### src/rtl/softusb_io_uart.sv
// softusb_io_uart: IO-bus 8N1 UART for the navre core.
// TX through a small FIFO, RX into a single holding register.
module softusb_io_uart #(
    parameter logic [5:0]  BASE      = 6'h20,
    parameter logic [15:0] DIV_RESET = 16'd434,
    parameter int          TXD_LOG2  = 2
) (
    input  logic       clk,
    input  logic       rst_n,
    input  logic       io_re,
    input  logic       io_we,
    input  logic [5:0] io_a,
    input  logic [7:0] io_wdat,
    output logic [7:0] io_rdat,
    output logic       irq,
    input  logic       uart_rx,
    output logic       uart_tx
);

    localparam int DEPTH = 1 << TXD_LOG2;

    typedef enum logic [1:0] {S_IDLE, S_START, S_DATA, S_STOP} state_t;

    logic [5:0]  off;
    logic        hit;
    logic        wr_data, wr_stat, wr_dlo, wr_dhi, rd_data;
    logic [15:0] div, div_eff, half_eff;

    logic [7:0]          fifo [DEPTH];
    logic [TXD_LOG2-1:0] wr_ptr, rd_ptr;
    logic [TXD_LOG2:0]   tx_cnt_q;
    logic                tx_full, tx_empty, push_ok;

    state_t      tx_state, tx_state_n;
    logic [15:0] tx_cnt;
    logic [2:0]  tx_bit;
    logic [7:0]  tx_shift;
    logic        tx_pop, tx_reload, tx_step, tx_n, tx_done;

    state_t      rx_state, rx_state_n;
    logic        rx_s1, rx_s2, rx_d;
    logic [15:0] rx_cnt;
    logic [2:0]  rx_bit;
    logic [7:0]  rx_shift, rx_hold;
    logic        rx_rl_half, rx_rl_full, rx_sample, rx_ok, rx_bad, rx_done;

    logic rx_avail, rx_overrun, rx_frame_err, tx_overflow;
    logic [7:0] stat, rmux;

    // Subtracting first makes the 4-entry window decode wrap-safe.
    assign off     = io_a - BASE;
    assign hit     = (off[5:2] == 4'd0);
    assign wr_data = io_we & hit & (off[1:0] == 2'd0);
    assign wr_stat = io_we & hit & (off[1:0] == 2'd1);
    assign wr_dlo  = io_we & hit & (off[1:0] == 2'd2);
    assign wr_dhi  = io_we & hit & (off[1:0] == 2'd3);
    assign rd_data = io_re & hit & (off[1:0] == 2'd0);

    assign div_eff  = (div == 16'd0) ? 16'd1 : div;
    assign half_eff = (div_eff[15:1] == 15'd0) ? 16'd1 : {1'b0, div_eff[15:1]};

    assign tx_full  = (tx_cnt_q == (TXD_LOG2+1)'(DEPTH));
    assign tx_empty = (tx_cnt_q == '0);
    assign push_ok  = wr_data & (~tx_full | tx_pop);
    assign tx_done  = (tx_cnt <= 16'd1);
    assign rx_done  = (rx_cnt <= 16'd1);
    assign irq      = rx_avail;

    always_ff @(posedge clk) begin
        if (push_ok)
            fifo[wr_ptr] <= io_wdat;
    end

    always_ff @(posedge clk or negedge rst_n) begin
        if (!rst_n) begin
            wr_ptr   <= '0;
            rd_ptr   <= '0;
            tx_cnt_q <= '0;
        end else begin
            if (push_ok)
                wr_ptr <= wr_ptr + 1'b1;
            if (tx_pop)
                rd_ptr <= rd_ptr + 1'b1;
            if (push_ok & ~tx_pop)
                tx_cnt_q <= tx_cnt_q + 1'b1;
            else if (tx_pop & ~push_ok)
                tx_cnt_q <= tx_cnt_q - 1'b1;
        end
    end

    always_comb begin
        tx_state_n = tx_state;
        tx_pop     = 1'b0;
        tx_reload  = 1'b0;
        tx_step    = 1'b0;
        tx_n       = uart_tx;
        unique case (tx_state)
            S_IDLE: if (!tx_empty) begin
                tx_pop     = 1'b1;
                tx_reload  = 1'b1;
                tx_n       = 1'b0;
                tx_state_n = S_START;
            end
            S_START: if (tx_done) begin
                tx_reload  = 1'b1;
                tx_n       = tx_shift[0];
                tx_state_n = S_DATA;
            end
            S_DATA: if (tx_done) begin
                tx_reload = 1'b1;
                if (tx_bit == 3'd7) begin
                    tx_n       = 1'b1;
                    tx_state_n = S_STOP;
                end else begin
                    tx_step = 1'b1;
                    tx_n    = tx_shift[1];
                end
            end
            S_STOP: if (tx_done) begin
                if (!tx_empty) begin
                    tx_pop     = 1'b1;
                    tx_reload  = 1'b1;
                    tx_n       = 1'b0;
                    tx_state_n = S_START;
                end else begin
                    tx_state_n = S_IDLE;
                end
            end
            default: tx_state_n = S_IDLE;
        endcase
    end

    always_ff @(posedge clk or negedge rst_n) begin
        if (!rst_n) begin
            tx_state <= S_IDLE;
            tx_cnt   <= 16'd0;
            tx_bit   <= 3'd0;
            tx_shift <= 8'd0;
            uart_tx  <= 1'b1;
        end else begin
            tx_state <= tx_state_n;
            uart_tx  <= tx_n;
            if (tx_reload)
                tx_cnt <= div_eff;
            else if (tx_cnt > 16'd1)
                tx_cnt <= tx_cnt - 16'd1;
            if (tx_pop) begin
                tx_shift <= fifo[rd_ptr];
                tx_bit   <= 3'd0;
            end else if (tx_step) begin
                tx_shift <= {1'b0, tx_shift[7:1]};
                tx_bit   <= tx_bit + 3'd1;
            end
        end
    end

    always_comb begin
        rx_state_n = rx_state;
        rx_rl_half = 1'b0;
        rx_rl_full = 1'b0;
        rx_sample  = 1'b0;
        rx_ok      = 1'b0;
        rx_bad     = 1'b0;
        unique case (rx_state)
            S_IDLE: if (rx_d & ~rx_s2) begin
                rx_rl_half = 1'b1;
                rx_state_n = S_START;
            end
            S_START: if (rx_done) begin
                if (!rx_s2) begin
                    rx_rl_full = 1'b1;
                    rx_state_n = S_DATA;
                end else begin
                    rx_state_n = S_IDLE;
                end
            end
            S_DATA: if (rx_done) begin
                rx_sample  = 1'b1;
                rx_rl_full = 1'b1;
                if (rx_bit == 3'd7)
                    rx_state_n = S_STOP;
            end
            S_STOP: if (rx_done) begin
                rx_ok      = rx_s2;
                rx_bad     = ~rx_s2;
                rx_state_n = S_IDLE;
            end
            default: rx_state_n = S_IDLE;
        endcase
    end

    always_ff @(posedge clk or negedge rst_n) begin
        if (!rst_n) begin
            rx_s1    <= 1'b1;
            rx_s2    <= 1'b1;
            rx_d     <= 1'b1;
            rx_state <= S_IDLE;
            rx_cnt   <= 16'd0;
            rx_bit   <= 3'd0;
            rx_shift <= 8'd0;
        end else begin
            rx_s1    <= uart_rx;
            rx_s2    <= rx_s1;
            rx_d     <= rx_s2;
            rx_state <= rx_state_n;
            if (rx_rl_half)
                rx_cnt <= half_eff;
            else if (rx_rl_full)
                rx_cnt <= div_eff;
            else if (rx_cnt > 16'd1)
                rx_cnt <= rx_cnt - 16'd1;
            if (rx_rl_half)
                rx_bit <= 3'd0;
            else if (rx_sample)
                rx_bit <= rx_bit + 3'd1;
            if (rx_sample)
                rx_shift <= {rx_s2, rx_shift[7:1]};
        end
    end

    // A DATA read on the stop edge frees the holder for the new byte.
    always_ff @(posedge clk or negedge rst_n) begin
        if (!rst_n) begin
            rx_hold      <= 8'd0;
            rx_avail     <= 1'b0;
            rx_overrun   <= 1'b0;
            rx_frame_err <= 1'b0;
            tx_overflow  <= 1'b0;
            div          <= DIV_RESET;
        end else begin
            if (rx_ok & (~rx_avail | rd_data)) begin
                rx_hold  <= rx_shift;
                rx_avail <= 1'b1;
            end else if (rd_data) begin
                rx_avail <= 1'b0;
            end
            if (rx_ok & rx_avail & ~rd_data)
                rx_overrun <= 1'b1;
            else if (wr_stat & io_wdat[3])
                rx_overrun <= 1'b0;
            if (wr_data & tx_full & ~tx_pop)
                tx_overflow <= 1'b1;
            else if (wr_stat & io_wdat[4])
                tx_overflow <= 1'b0;
            if (rx_bad)
                rx_frame_err <= 1'b1;
            else if (wr_stat & io_wdat[5])
                rx_frame_err <= 1'b0;
            if (wr_dlo)
                div[7:0] <= io_wdat;
            if (wr_dhi)
                div[15:8] <= io_wdat;
        end
    end

    assign stat = {2'b00, rx_frame_err, tx_overflow, rx_overrun, rx_avail,
                   tx_empty & (tx_state == S_IDLE), tx_full};

    always_comb begin
        rmux = 8'd0;
        unique case (off[1:0])
            2'd0: rmux = rx_hold;
            2'd1: rmux = stat;
            2'd2: rmux = div[7:0];
            2'd3: rmux = div[15:8];
            default: rmux = 8'd0;
        endcase
    end

    always_ff @(posedge clk or negedge rst_n) begin
        if (!rst_n)
            io_rdat <= 8'd0;
        else
            io_rdat <= (io_re & hit) ? rmux : 8'd0;
    end

endmodule

### config.mk
export PLATFORM = sky130hd
export DESIGN_NAME = softusb_io_uart
export DESIGN_NICKNAME = d
export VERILOG_FILES = /design/src/rtl/softusb_io_uart.sv
export SDC_FILE = /design/constraint.sdc
export NUM_CORES = 1
export LEC_CHECK = 0
export ABC_AREA = 1
export CORE_MARGIN = 2
export CORE_UTILIZATION = 40
export DETAILED_ROUTE_END_ITERATION = 7
export PLACE_DENSITY = 0.61
export RECOVER_POWER = 25
export SYNTH_ARGS = -nofsm -noshare
export SYNTH_HDL_FRONTEND = slang
export SYNTH_SLANG_ARGS = --single-unit
### constraint.sdc
create_clock -name clk -period 2.9 [get_ports clk]
set_clock_uncertainty 0.1 [all_clocks]
set_input_delay 0.58 -clock clk [delete_from_list [all_inputs] [get_ports clk]]
set_output_delay 0.58 -clock clk [all_outputs]
set_load 0.02 [all_outputs]
==> results.py, run 1 <==
metrics = {
    "setup_path": {
        "required_ns": 3.10,
        "rr_startpoint": "tx_cnt[0]$_DFFE_PN0P_",
        "rr_endpoint": "tx_cnt_q[2]$_DFFE_PN0P_",
        "critPathLaunchType": "flip-flop",
        "reg2reg_slack_ns": 0.27,
        "crit_fanout": 4,
        "worstSetupPathType": "flip-flop to flip-flop",
        "end_kind": "flip-flop",
        "r2r_cells": 16,
        "arrival_ns": 2.83,
    },
    "yosys": {
        "syn_area_per_cell_um2": 8.73,
        "synthArstFlopShare_pct": 76.6,
        "yosys.area.top_type": "dfrtp_1",
        "synth_area_um2": 6990,
        "seq_area_frac_synth_pct": 51.5,
        "synth_fp_nets": 843,
        "synth_top_area_share_pct": 34.4,
        "synth_warnings": 0,
        "synth_area_leaders": "dfrtp_1, edfxtp_1, nand2_1, nand3_1, inv_1",
        "synth_edf_count": 32,
        "synth.ff_latch_count": 137,
        "synth_ff_type": "dfrtp_1",
        "synth_cells": 801,
        "synthMostInstantiatedCell": "nand2_1",
        "synth_cell_types": 46,
        "synthTopCellsByCount": "nand2_1, dfrtp_1, inv_1, nand3_1, nor2_1",
    },
    "detailed_routing": {
        "dr_total_vias": 5510,
        "drc": 0,
        "first_pass_iters": 5,
        "drtAntennaViolNets": 0,
        "via_per_inst": 5.05,
        "routed_wirelength_mm": 16.7,
        "dr.first_iter.drc_count": 361,
        "wl_per_cell_um": 15.3,
    },
    "floorplan": {
        "dieArea_um2": 18500,
        "core.rowCount": 48,
        "ios": 29,
        "die_w_um": 136,
        "die_y_um": 136,
        "initial_core_util_pct": 40.7,
        "core_area_um2": 17200,
    },
    "run": {
        "cap_viol_max_count": 1,
    },
    "sta": {
        "fmax_ghz": 0.380,
        "maxSlewViolCount": 37,
        "fin_crit_sh_pct": 90.7,
        "setup-tns-final_ns": 0,
        "rsz0062_at_grt": "no",
        "period_needed_ns": 2.63,
        "max_slew_margin_pct": -45.3,
        "finalSetupViolCount": 0,
        "setup_slack_ns": 0.269,
        "hold_viol": 0,
        "worstMarginPinSlew_ns": 2.18,
    },
    "hold_path": {
        "hp-start": "rx_s1$_DFF_PN1_",
        "holdPathEnd": "rx_s2$_DFF_PN1_",
        "min_path_type": "flip-flop to flip-flop",
        "hold_depth": 0,
    },
    "clock_network": {
        "cts_setup_buffers": 0,
        "cts.path.max_buffers": 2,
        "cts_made_buffers": 17,
        "cts.reportedPaths.clkPinSlew_ns": 0.06,
        "h-tree-depth": 4,
        "cts_tree": "built",
        "root_buffer": "clkbuf_16",
        "cts_hold_buffers": 0,
        "insertion_delay_ns": 0.43,
        "cts.sinks": 137,
    },
    "global_routing": {
        "grt_max_degree": 41,
        "grt.total_usage_pct": 19.3,
        "grt_antenna_before_repair": 0,
        "first_global_vias": 5446,
        "gr-total-overflow": 0,
        "grt_pass1_wl_mm": 27.4,
    },
    "place": {
        "dpl.hpwl_mm": 11.9,
        "place_area_um2": 7660,
        "io_buffer_count": 28,
        "gp_congestion": 0.863,
        "pre_cts_slack_ns": -0.0725,
    },
    "final_layout": {
        "area_growth_pct": 19.2,
        "antenna_cells": 0,
        "drive_above_1_share_pct": 12.3,
        "final_cell_area_um2": 8330,
        "finalNetCount": 896,
        "fillers": 1656,
    },
    "power_and_ir_drop": {
        "worst_ir_drop_vdd_mv": 0.449,
        "leakage_uw": 0.00361,
        "p_per_area_nw_per_um2": 721,
    },
    "run_status": {
        "status": "finished with violations",
        "violations": "capacitance limit, slew limit",
    },
}
[worst max-delay path, stage by stage, from the launching register on]
cell and delay (ns):
dfrtp_1 0.41, inv_2 0.09, ha_2 0.20, nor2_1 0.06
nor2_2 0.16, nand4_1 0.13, nand2_2 0.09, nand2_2 0.08
nand2_1 0.12, nand2_2 0.06, inv_1 0.05, ha_1 0.13
inv_1 0.05, fa_1 0.37, a21oi_1 0.14, o21ai_0 0.11
xor2_1 0.15
[state kept, by name, indices dropped and copies added, names as in the netlist, 3 cells and up, named ones only]
signal,flops
rx_cnt,16
rx_shift,8
tx_shift,8
tx_cnt_q,3
div,16
tx_cnt,16
fifo,32
rx_bit,3
rx_hold,8
tx_bit,3
io_rdat,8
[repair_timing]
action / CTS / global route
gates resized for setup: 0 / 2
endpoints found under the hold margin: 0 / 0
endpoints found under the setup margin: 0 / 1
[layout make-up]
| class | count | area [µm²] | area share, % |
|---|---|---|---|
| sequential | 137 | 3600 | 43.2 |
| multi-input combinational | 553 | 2940 | 35.4 |
| timing repair buffer | 52 | 479 | 5.75 |
| clock buffer | 17 | 425 | 5.11 |
| inverter | 93 | 352 | 4.22 |
| tap | 225 | 282 | 3.38 |
| clock inverter | 15 | 246 | 2.96 |
[how the worst max path moves through the flow]
| stage | slack [ns] | endpoint | from |
|---|---|---|---|
| floorplan | 0.24 | tx_cnt_q[2]$_DFFE_PN0P_ | tx_cnt[0]$_DFFE_PN0P_ |
| global placement | 0.000006 | tx_cnt_q[2]$_DFFE_PN0P_ | io_a[5] |
| detailed placement | -0.07 | tx_cnt_q[2]$_DFFE_PN0P_ | io_a[5] |
| CTS | 0.18 | tx_cnt_q[2]$_DFFE_PN0P_ | tx_cnt[0]$_DFFE_PN0P_ |
| global route | 0.03 | tx_cnt_q[2]$_DFFE_PN0P_ | tx_cnt[0]$_DFFE_PN0P_ |
| finish | 0.27 | tx_cnt_q[2]$_DFFE_PN0P_ | tx_cnt[0]$_DFFE_PN0P_ |
[metrics by stage]
step | util (%) | hold slack [ns] | std cells | power, µW
finish | 48.5 | 0.260 | 1092 | 6010
global route | 48.5 | 0.270 | 1092 | 6330
CTS | 48.5 | 0.0393 | 1092 | 6060
detailed placement | 44.6 | 0.247 | 1060 | 3550
global placement | 44.6 | 0.245 | 1060 | 3540
floorplan | - | 0.184 | 801 | 3220
[cells by family (layout without fill, tap and decap cells)]
kind of cell / after synthesis / in the layout / share of synthesized area [%]
simple gates: 371 / 371 / 23.9
compound gates: 140 / 140 / 11.6
flops: 137 / 137 / 51.5
buf+inv: 111 / 177 / 6.41
fa+ha+maj: 23 / 23 / 4.22
xor+xnor: 18 / 18 / 2.26
mux: 1 / 1 / 0.161
[cells in the final DEF, fill, tap and decap left out, types with 9 or more instances in the layout]
| cell | Yosys | layout |
|---|---|---|
| clkbuf_16 | 0 | 17 |
| o21ai_0 | 60 | 60 |
| clkdlybuf4s50_1 | 0 | 26 |
| edfxtp_1 | 32 | 32 |
| buf_4 | 2 | 22 |
| nor2_1 | 73 | 73 |
| nand2_1 | 177 | 177 |
| o22ai_1 | 13 | 13 |
| nor3_1 | 9 | 9 |
| o21ai_1 | 12 | 12 |
| dfrtp_1 | 96 | 96 |
| ha_1 | 22 | 21 |
| nand3_1 | 73 | 73 |
| xor2_1 | 10 | 10 |
| inv_1 | 89 | 88 |
| a21oi_1 | 34 | 34 |
[where the power goes]
group	switching (µW)	leakage, µW	total (µW)	internal [µW]
clock	863	0.000328	2480	1620
sequential	247	0.00154	2460	2220
combinational	650	0.00174	1060	414
total	1760	0.00361	6010	4250
[per-layer routing]
| layer | vias to the layer above | GRT usage, % | routed length, µm |
|---|---|---|---|
| met3 | 25 | 4.18 | 806 |
| met2 | 120 | 30.5 | 7860 |
| met5 | - | 0 | 0 |
| met1 | 2601 | 26.2 | 7750 |
| li1 | 2764 | - | - |
| met4 | 0 | 7.00 | 300 |
No activity file was read; power rests on OpenSTA's default activity.
==> inputs of run 2 (changes only) <==
GPL_TIMING_DRIVEN = 0   (was unset)
==> run 2 against run 1 <==
The run still ends with capacitance limit, slew limit left; non-clock buffer count fell by 2; critical path depth is 4 lower; clock power is 15% lower; sequential share of layout area is 0.69 points higher; core utilization shrank 0.76 points; global-route usage is 0.15 points higher; routed wire length is 1.6% higher; power decreased by 5.9%.
==> results.py, run 2 (synthesis gave the netlist of run 1 again) <==
metrics = {
    "final_layout": {
        "mostFrequentLayoutCells": "nand2_1, dfrtp_1, inv_1, nand3_1, nor2_1",
        "area_growth_pct": 17.3,
        "fillers": 1679,
        "regMostFlops": "fifo",
        "final_core_util_pct": 47.7,
        "largest_reg_flops": 32,
        "final_cell_count_no_fill": 1090,
        "drive_above_1_share_pct": 11.7,
        "finalNetCount": 894,
        "antenna_cells": 0,
        "final_common_cell": "nand2_1",
    },
    "sta": {
        "fmax_ghz": 0.365,
        "hold_viol": 0,
        "worstMarginPinSlew_ns": 2.19,
        "max_slew_margin_pct": -46.2,
        "fin_crit_sh_pct": 94.4,
        "period_needed_ns": 2.74,
        "maxSlewViolCount": 40,
        "finalSetupViolCount": 0,
    },
    "power_and_ir_drop": {
        "combPwrFrac_pct": 19.0,
        "seq_power_share_pct": 43.6,
        "worst_ir_drop_vdd_mv": 0.480,
        "internal_power_uw": 3870,
        "p_per_area_nw_per_um2": 689,
        "switchingPower_uw": 1780,
        "swShare_pct": 31.5,
        "clock_power_share_pct": 37.4,
        "leakage_uw": 0.00350,
    },
    "global_routing": {
        "grt_max_degree": 68,
        "grt.total_usage_pct": 19.5,
        "grt_pass1_wl_mm": 27.6,
        "grt_antenna_before_repair": 0,
        "first_global_vias": 5462,
        "gr-total-overflow": 0,
    },
    "floorplan": {
        "core_area_um2": 17200,
        "die_w_um": 136,
        "core.rowCount": 48,
        "dieArea_um2": 18500,
        "ios": 29,
        "die_y_um": 136,
        "initial_core_util_pct": 40.7,
    },
    "clock_network": {
        "h-tree-depth": 4,
        "root_buffer": "clkbuf_16",
        "insertion_delay_ns": 0.42,
        "cts_made_buffers": 17,
        "cts.reportedPaths.clkPinSlew_ns": 0.06,
        "cts.sinks": 137,
        "cts_tree": "built",
        "cts.path.max_buffers": 2,
    },
    "setup_path": {
        "worst_path_largest_cell_delay_ns": 0.43,
        "worstSetupPathType": "flip-flop to flip-flop",
        "path_delay_family": "adder cells",
        "critPathBufInv": 3,
        "r2r_cells": 12,
        "path_depth": 12,
        "crit_fanout": 10,
        "critPathLaunchType": "flip-flop",
        "required_ns": 3.10,
        "path_cells": "inv_2 > ha_2 > nor2_2 > nor2_2 > nand4_1 > nand2_4 > nand2_2 > buf_2 > ha_1 > inv_2 > fa_2 > mux2_2",
        "cp_slowest_cell": "fa_2",
        "end_kind": "flip-flop",
        "arrival_ns": 2.94,
    },
    "place": {
        "io_buffer_count": 28,
        "dp.cells": 1055,
        "dpl.hpwl_mm": 12.1,
        "gp_congestion": 0.840,
    },
    "detailed_routing": {
        "first_pass_iters": 5,
        "drc": 0,
        "drtAntennaViolNets": 0,
        "routed_wirelength_mm": 17.0,
        "dr.first_iter.drc_count": 354,
        "wl_per_cell_um": 15.6,
        "dr_total_vias": 5572,
        "via_per_inst": 5.11,
    },
    "run": {
        "cap_viol_max_count": 1,
    },
    "hold_path": {
        "hold_depth": 0,
        "min_path_type": "flip-flop to flip-flop",
    },
    "run_status": {
        "violations": "capacitance limit, slew limit",
        "status": "finished with violations",
    },
}
==> run 2: changes by cell type in the layout (fill, tap and decap cells not counted), sizes merged <==
cell,delta
bufinv,-6
clkinvlp,+4
clkinv,-2
clkbuf,+11
buf,-9
==> run 2: final timing paths <==
check,slack (ns),from,end
setup / recovery,0.16,tx_cnt[0]$_DFFE_PN0P_,tx_cnt_q[1]$_DFFE_PN0P_
hold / removal,0.27,rx_s1$_DFF_PN1_,rx_s2$_DFF_PN1_
setup reg to reg,0.16,tx_cnt[0]$_DFFE_PN0P_,tx_cnt_q[1]$_DFFE_PN0P_
hold reg to reg,0.27,rx_s1$_DFF_PN1_,rx_s2$_DFF_PN1_
max in group asynchronous,0.48,rst_n,io_rdat[5]$_DFF_PN0_
min in group asynchronous,0.70,rst_n,rd_ptr[1]$_DFFE_PN0N_
==> run 2: final cells by class <==
| cell class | instances | area, µm² | area share, % |
|---|---|---|---|
| plain buffers | 18 | 96.3 | 1.18 |
| clock buffers | 21 | 503 | 6.14 |
| clock inverters | 11 | 83.8 | 1.02 |
| inverters | 93 | 352 | 4.29 |
| multi-input cells | 553 | 2970 | 36.3 |
| flip-flops and latches | 137 | 3600 | 43.9 |
| well taps | 225 | 282 | 3.43 |
| repair buffers | 32 | 308 | 3.76 |
==> run 2: timing repair <==
action,CTS,global route
pin swaps,3,4
hold buffers,0,0
setup endpoints to repair,2,10
setup buffers,1,2
gates resized for setup,3,8
==> run 2: stage by stage <==
step	area [µm²]	TNS, ns	total power, µW	setup WS, ns	hold WS, ns
after CTS	8180	0	5690	0.0199	0.0567
after global placement	7550	-327.27	3550	-3.13	0.246
after floorplan	6990	0	3220	0.242	0.184
after detailed placement	7580	-12.90	3560	-0.531	0.252
after global routing	8200	-0.00841	5960	-0.00394	0.274
final	8200	0	5650	0.162	0.266
==> run 2: power groups by stage <==
stage / sequential [µW] / clock [µW] / combinational [µW]
finish: 2460 / 2110 / 1070
global route: 2500 / 2220 / 1240
CTS: 2460 / 2150 / 1080
detailed placement: 2490 / 0 / 1070
global placement: 2490 / 0 / 1060
floorplan: 2420 / 0 / 796
==> run 2: routing by layer <==
metal | global-route usage (%) | wire length [µm]
met5 | 0 | 0
met4 | 6.71 | 251
met3 | 4.10 | 715
met2 | 32.1 | 8200
met1 | 25.5 | 7830
==> run 2: worst register-to-register path, stage by stage, from the launching register on <==
cell and delay [ns]:
dfrtp_1 0.41, inv_2 0.10, ha_2 0.21, nor2_2 0.05, nor2_2 0.17, nand4_1 0.19
nand2_4 0.11, nand2_2 0.08, buf_2 0.21, ha_1 0.22, inv_2 0.08, fa_2 0.43
mux2_2 0.27
